## config.mk

```make
export PLATFORM = sky130hd
export DESIGN_NAME = resp_router
export DESIGN_NICKNAME = d
export VERILOG_FILES = /design/src/rtl/resp_router.sv
export SDC_FILE = /design/constraint.sdc
export NUM_CORES = 1
export LEC_CHECK = 0
export BUFFER_PORTS_ARGS = -buffer_cell sky130_fd_sc_hd__buf_2
export CAP_MARGIN = 20
export CORE_MARGIN = 2
export CORE_UTILIZATION = 51
export CTS_BUF_LIST = sky130_fd_sc_hd__clkbuf_4 sky130_fd_sc_hd__clkbuf_8
export DETAILED_ROUTE_END_ITERATION = 12
export HOLD_SLACK_MARGIN = 0.03
export PLACE_DENSITY = 0.82
export SLEW_MARGIN = 20
export SYNTH_ARGS = -nofsm -noshare
export SYNTH_HDL_FRONTEND = slang
export SYNTH_SLANG_ARGS = --single-unit
```

## constraint.sdc

```tcl
create_clock -name clk -period 3.5 [get_ports clk]
set_clock_uncertainty 0.2 [all_clocks]
set_input_delay 0.175 -clock clk [delete_from_list [all_inputs] [get_ports clk]]
set_output_delay 0.175 -clock clk [all_outputs]
set_load 0.01 [all_outputs]
```

## src/rtl/resp_router.sv

```systemverilog
// Return-path router: steers in-order memory responses to the fetch (port 0)
// or data (port 1) requester using a FIFO of request tags.
module resp_router #(
    parameter int DATA_W = 32,
    parameter int DEPTH  = 4
) (
    input  logic                     clk,
    input  logic                     rst,
    input  logic                     req_fire,
    input  logic                     req_sel,
    output logic                     tag_full,
    output logic [$clog2(DEPTH):0]   outstanding,
    input  logic                     resp_valid,
    input  logic [DATA_W-1:0]        resp_data,
    output logic                     resp_ready,
    output logic                     out0_valid,
    output logic [DATA_W-1:0]        out0_data,
    input  logic                     out0_ready,
    output logic                     out1_valid,
    output logic [DATA_W-1:0]        out1_data,
    input  logic                     out1_ready,
    output logic                     err_unexpected
);
    localparam int PW = $clog2(DEPTH);
    localparam int CW = PW + 1;

    logic              tag_q [DEPTH];
    logic [PW-1:0]     wr_ptr_q, rd_ptr_q;
    logic [CW-1:0]     count_q, count_d;
    logic              err_q;
    logic [1:0]        out_valid_q;
    logic [DATA_W-1:0] out_data_q [2];

    logic              head_sel;
    logic              push, accept;
    logic [1:0]        out_ready, slot_free, load;

    assign head_sel   = tag_q[rd_ptr_q];
    assign tag_full   = (count_q == CW'(DEPTH));
    assign push       = req_fire & ~tag_full;
    assign out_ready  = {out1_ready, out0_ready};
    assign slot_free  = ~out_valid_q | out_ready;
    // Only the head tag decides readiness, so a stalled port blocks everything behind it.
    assign resp_ready = (count_q != '0) & slot_free[head_sel];
    assign accept     = resp_valid & resp_ready;
    assign load       = {accept & head_sel, accept & ~head_sel};

    always_comb begin
        count_d = count_q;
        case ({push, accept})
            2'b10:   count_d = count_q + CW'(1);
            2'b01:   count_d = count_q - CW'(1);
            default: count_d = count_q;
        endcase
    end

    always_ff @(posedge clk) begin
        if (rst) begin
            wr_ptr_q <= '0;
            rd_ptr_q <= '0;
            count_q  <= '0;
            err_q    <= 1'b0;
        end else begin
            if (push) begin
                tag_q[wr_ptr_q] <= req_sel;
                wr_ptr_q        <= wr_ptr_q + PW'(1);
            end
            if (accept) begin
                rd_ptr_q <= rd_ptr_q + PW'(1);
            end
            count_q <= count_d;
            if (resp_valid && count_q == '0) begin
                err_q <= 1'b1;
            end
        end
    end

    for (genvar gi = 0; gi < 2; gi++) begin : g_port
        // A new load wins over a drain, keeping one response per cycle per port.
        always_ff @(posedge clk) begin
            if (rst) begin
                out_valid_q[gi] <= 1'b0;
                out_data_q[gi]  <= '0;
            end else if (load[gi]) begin
                out_valid_q[gi] <= 1'b1;
                out_data_q[gi]  <= resp_data;
            end else if (out_ready[gi]) begin
                out_valid_q[gi] <= 1'b0;
            end
        end
    end

    assign outstanding    = count_q;
    assign out0_valid     = out_valid_q[0];
    assign out1_valid     = out_valid_q[1];
    assign out0_data      = out_data_q[0];
    assign out1_data      = out_data_q[1];
    assign err_unexpected = err_q;
endmodule

```

# Word-level counts from Yosys, hierarchy flattened

Memory sizes are Yosys's and may differ from the RTL's. A register that Yosys moved wholly into a read port is not among the register bits.
Index checks and enable logic that the tools add are counted.

Register bits: 10
Memory bits (writable): 68
Input port bits: 39
Memories kept: 2

Add/subtract/negate cells: 4
$lt $le $gt $ge: 1
Equal/unequal tests: 3
Mux-type cells: 22
Bitwise operators: 11
Reduce and logical (&&, ||, !) cells: 6

Memory list:

| name       | words | width | read ports | clocked after Yosys merged registers in | wr ports | line | source |
|---|---|---|---|---|---|---|---|
| out_data_q | 2     | 32    | 2          | 0                                       | 2        | 32   | `logic [DATA_W-1:0] out_data_q [2];` |
| tag_q      | 4     | 1     | 1          | 1                                       | 1        | 27   | `logic tag_q [DEPTH];` |

Operators by type and width:

| kind                                                | count |
|---|---|
| 2-to-1 mux 32 bit                                   | 2 |
| 2-to-1 mux 1 bit                                    | 17 |
| case mux 3 bit (2 select lines)                     | 1 |
| nonzero test 2 bit                                  | 3 |
| bitwise AND 1 bit                                   | 5 |
| adder 2 x 1 -> 2 bit (second input constant)        | 2 |
| 2-to-1 mux 2 bit                                    | 2 |
| adder 3 x 1 -> 3 bit (second input constant)        | 1 |
| == test 3 bit (second input constant)               | 1 |
| zero test 3 bit                                     | 1 |
| nonzero test 3 bit                                  | 1 |
| subtractor 3 x 1 -> 3 bit (second input constant)   | 1 |
| == test 2 x 1 -> 1 bit (second input constant)      | 1 |
| == test 2 bit (second input constant)               | 1 |
| < comparator 1 x 2 -> 1 bit (second input constant) | 1 |
| inverter 1 bit                                      | 2 |
| inverter 2 bit                                      | 1 |
| bitwise OR 1 bit                                    | 2 |
| bitwise OR 2 bit                                    | 1 |
| logical AND 1 bit                                   | 1 |

# Depth between registers and ports, before layout

Depth after elaboration: 11
Mapped depth: 9
Gate-level depth less buffers: 9

# Least setup slack after synthesis

OpenSTA, ideal clock, no wires.

Kind: flip-flop to flip-flop
From: register with a tool-made name
To: register count_q[2] (netlist: outstanding[2])
Data arrival time: 2.394 ns
Required time: 3.229 ns
Slack: 0.836 ns
Cell stages (with the launch flop): 10
Cells stage by stage: dfxtp_1 -> mux4_2 -> mux2i_2 -> nor2_2 -> ha_1 -> inv_1 -> fa_1 -> xor2_1 -> or3_1 -> a21oi_1

RTL lines:

| what                 | line | source |
|---|---|---|
| to (signal assigned) | 71   | `count_q <= count_d;` |
| to (decl)            | 29   | `logic [CW-1:0] count_q, count_d;` |

==> flow_metrics.env <==
export IMPL_ys_top_cells_by_area="sky130_fd_sc_hd__edfxtp_1 (65%), sky130_fd_sc_hd__and2_1 (14%), sky130_fd_sc_hd__dfxtp_1 (7.6%), sky130_fd_sc_hd__ha_1 (2.0%), sky130_fd_sc_hd__nor2_1 (1.4%)"
export IMPL_critical_path_reg2reg_startpoint="tag_q[2]"
export IMPL_ys_flop_type="sky130_fd_sc_hd__edfxtp_1"
export IMPL_worstPathBufferInverterCount=1
export IMPL_count_of_buffers_added_by_post_cts_timing_repair_for_setup=0
export IMPL_wire_length_of_the_first_global_routing_pass_um=9650
export IMPL_synth_seq_cells=80
export IMPL_worstSkewPairLatency_ns=0.34
export IMPL_number_of_nets_in_the_synthesized_netlist=254
export IMPL_layout_cells_non_filler=442
export IMPL_initial_utilization=0.530
export IMPL_worst_ep_required_time_ns=3.56
export IMPL_global_route_overflow_total=0
export IMPL_floorplan_die_width_um=82.5
export IMPL_tightest_slew_ns=0.767
export IMPL_cp_num_cells=9
export IMPL_finalHoldViolations=0
export IMPL_synth_area_leader_cell="sky130_fd_sc_hd__edfxtp_1"
export IMPL_worst_path_class_setup="register to register"
export IMPL_grt_util_all_layers=0.195
export IMPL_number_of_warnings_printed_during_yosys_synthesis=0
export IMPL_timing_critical_path_slowest_cell_delay_ns=0.53
export IMPL_synth_area_um2=3140
export IMPL_synth_top_cells_by_count="sky130_fd_sc_hd__and2_1 (68), sky130_fd_sc_hd__edfxtp_1 (68), sky130_fd_sc_hd__dfxtp_1 (12), sky130_fd_sc_hd__nor2_1 (12), sky130_fd_sc_hd__inv_1 (6)"
export IMPL_clkTransAtPathRegs_ns=0.08
export IMPL_status="finished, final reports clean"
export IMPL_setup_tns_final_ns=0
export IMPL_detail_route_wl_per_cell_um=14.9
export IMPL_routed_via_density=4.79
export IMPL_critical_path_arrival_ns=3.00
export IMPL_worst_r2r_endpoint="outstanding[2]"
export IMPL_antenna_violations_before_repair=0
export IMPL_yosysUniqueCellTypes=29
export IMPL_insertedDiodeCount=0
export IMPL_layout_drive_gt1_share=0.365
export IMPL_rsz0062_at_grt="no"
export IMPL_async_flop_share=0
export IMPL_period_minus_slack_ns=2.93
export IMPL_final_net_count=407
export IMPL_worst_r2r_path_depth=9
export IMPL_placed_cells=388
export IMPL_drt_first_iter_violations=136
export IMPL_post_dp_hpwl_um=4200
export IMPL_cts_htree_levels=3
export IMPL_cts_sink_count=80
export IMPL_critical_path_startpoint="tag_q[2]"
export IMPL_finalMaxSlewViolations=0
export IMPL_critical_path_top_delay_family="multiplexers"
export IMPL_post_route_period_util=0.838
export IMPL_max_slew_margin=0.489
export IMPL_synth_yosys_seq_area_share=0.727
export IMPL_die_h_um=82.5
export IMPL_area_growth_pct=37.6
export IMPL_cap_viol_max_count=0
export IMPL_route_detailed_drc=0
export IMPL_crit_slowest_cell="sky130_fd_sc_hd__mux4_2"
export IMPL_core_area_um2=5920
export IMPL_drtAntennaViolNets=0
export IMPL_pwr_density_cell_nw_per_um2=588
export IMPL_cts_root_buf="sky130_fd_sc_hd__clkbuf_8"
export IMPL_die_area_um2=6800
export IMPL_post_synth_cell_area_avg_um2=15.0
export IMPL_critical_path_endpoint_type="register"
export IMPL_ctsLongestPathBuffers=2
export IMPL_worstHoldPathCells=4
export IMPL_worstHoldPathType="input pin to register"
export IMPL_register_to_register_setup_slack_ns=0.57
export IMPL_drt_pass1_iter_count=4
export IMPL_boundaryPins=111
export IMPL_edff_count_synth=68
export IMPL_timing_critical_path_from_type="register"
export IMPL_setup_viol=0
export IMPL_globalplace_congestion=0.764
export IMPL_endpoint="outstanding[2]"
export IMPL_worst_ir_drop_vdd_mv=0.298
export IMPL_synth_largest_type_area_fraction=0.650
export IMPL_std_cell_rows=28
export IMPL_postCtsResizedCells=0
export IMPL_numPortBuffers=110
export IMPL_static_leakage_power_nw=1.91
export IMPL_cts_buffers=9
export IMPL_path_cells="mux4_2, mux2i_2, nor2_2, ha_1, inv_1, fa_1, xor2_1, or3_1, a21oi_1"
export IMPL_via_count_of_the_first_global_routing_pass=2082
export IMPL_fmaxAchievable_mhz=341
export IMPL_total_vias_in_the_final_route=2119
export IMPL_cts_tree="built"
export IMPL_maximum_number_of_pins_on_one_net_before_global_route_repair=34
export IMPL_synth_cells=209
export IMPL_crit_path_max_fanout=5
export IMPL_route_final_wire_length_um=6560
==> worst min-delay path: cells and delay by family <==
kind	cells	cell delay, ns
xor+xnor	1	0.17
simple gates	2	0.17
buf+inv	1	0.07
==> cell families (layout without fill, tap and decap cells) <==
logic type | after synthesis | after routing | share of synthesized area
fa+ha+maj | 6 | 6 | 0.0263
mux | 6 | 6 | 0.0255
flops | 80 | 80 | 0.727
compound gates | 9 | 9 | 0.0235
xor+xnor | 3 | 3 | 0.00837
simple gates | 91 | 91 | 0.172
buf+inv | 14 | 172 | 0.0179
==> placed cells by master (no fill, tap or decap), drive strengths merged, types with 3 or more instances in the layout <==
cell,netlist,layout
clkbuf,7,9
clkinvlp,0,4
nor2,13,13
a21oi,3,3
buf,0,111
and2,68,68
mux2,3,3
dfxtp,12,12
nand2b,3,3
inv,6,8
edfxtp,68,68
dlygate4sd3,0,38
ha,5,5
==> worst min path at each step <==
stage                         from           to  slack (ns)
after floorplan            req_sel     tag_q[0]        0.07
after global placement     req_sel     tag_q[1]        0.20
after detailed placement   req_sel     tag_q[2]        0.20
after CTS                 req_fire  wr_ptr_q[0]        0.07
after global routing      req_fire  wr_ptr_q[0]        0.11
final                     req_fire  wr_ptr_q[0]        0.09
==> routing by layer <==
layer,vias up,share of wire,global-route usage
met5,-,0,0
met4,0,0.0029,0.0650
met3,2,0.074,0.0609
met2,86,0.51,0.330
met1,1009,0.42,0.238
li1,1022,-,-
==> cell type report <==
cell class                 instances  area (um2)
tap                               75        93.8
clock buffer                       9         124
fill                             395        1600
inverter                           7        26.3
clock inverter                     7        55.1
multi-input combinational        115         802
timing repair buffer             149         938
sequential                        80        2280
==> flip-flops by register name, summed over array words and instances (netlist names), named ones only <==
register / flops
outstanding: 3
out1_valid: 1
out0_valid: 1
tag_q: 4
wr_ptr_q: 2
out_data_q: 64
rd_ptr_q: 2
err_unexpected: 1
==> repair_timing <==
item,CTS,global route
hold buffers,38,0
setup endpoints to repair,0,0
hold endpoints to repair,76,0
==> stage by stage <==
| step | setup WS (ns) | total power, mW | cell area (um2) | util | hold WS (ns) |
|---|---|---|---|---|---|
| 2_1_floorplan | 0.836 | 1.66 | 3140 | - | 0.0739 |
| 3_3_place_gp | 0.762 | 1.90 | 3760 | 0.635 | 0.196 |
| 3_5_place_dp | 0.611 | 1.92 | 3760 | 0.635 | 0.203 |
| 4_1_cts | 0.584 | 2.56 | 4320 | 0.730 | 0.0744 |
| 5_1_grt | 0.421 | 2.68 | 4320 | 0.730 | 0.114 |
| 6_report | 0.566 | 2.54 | 4320 | 0.730 | 0.0918 |
==> power by group <==
part | switching (mW) | internal, mW
registers | 0.0744 | 1.25
clock network | 0.347 | 0.263
logic | 0.345 | 0.265
total | 0.767 | 1.78
No activity file was read; power rests on OpenSTA's default activity.
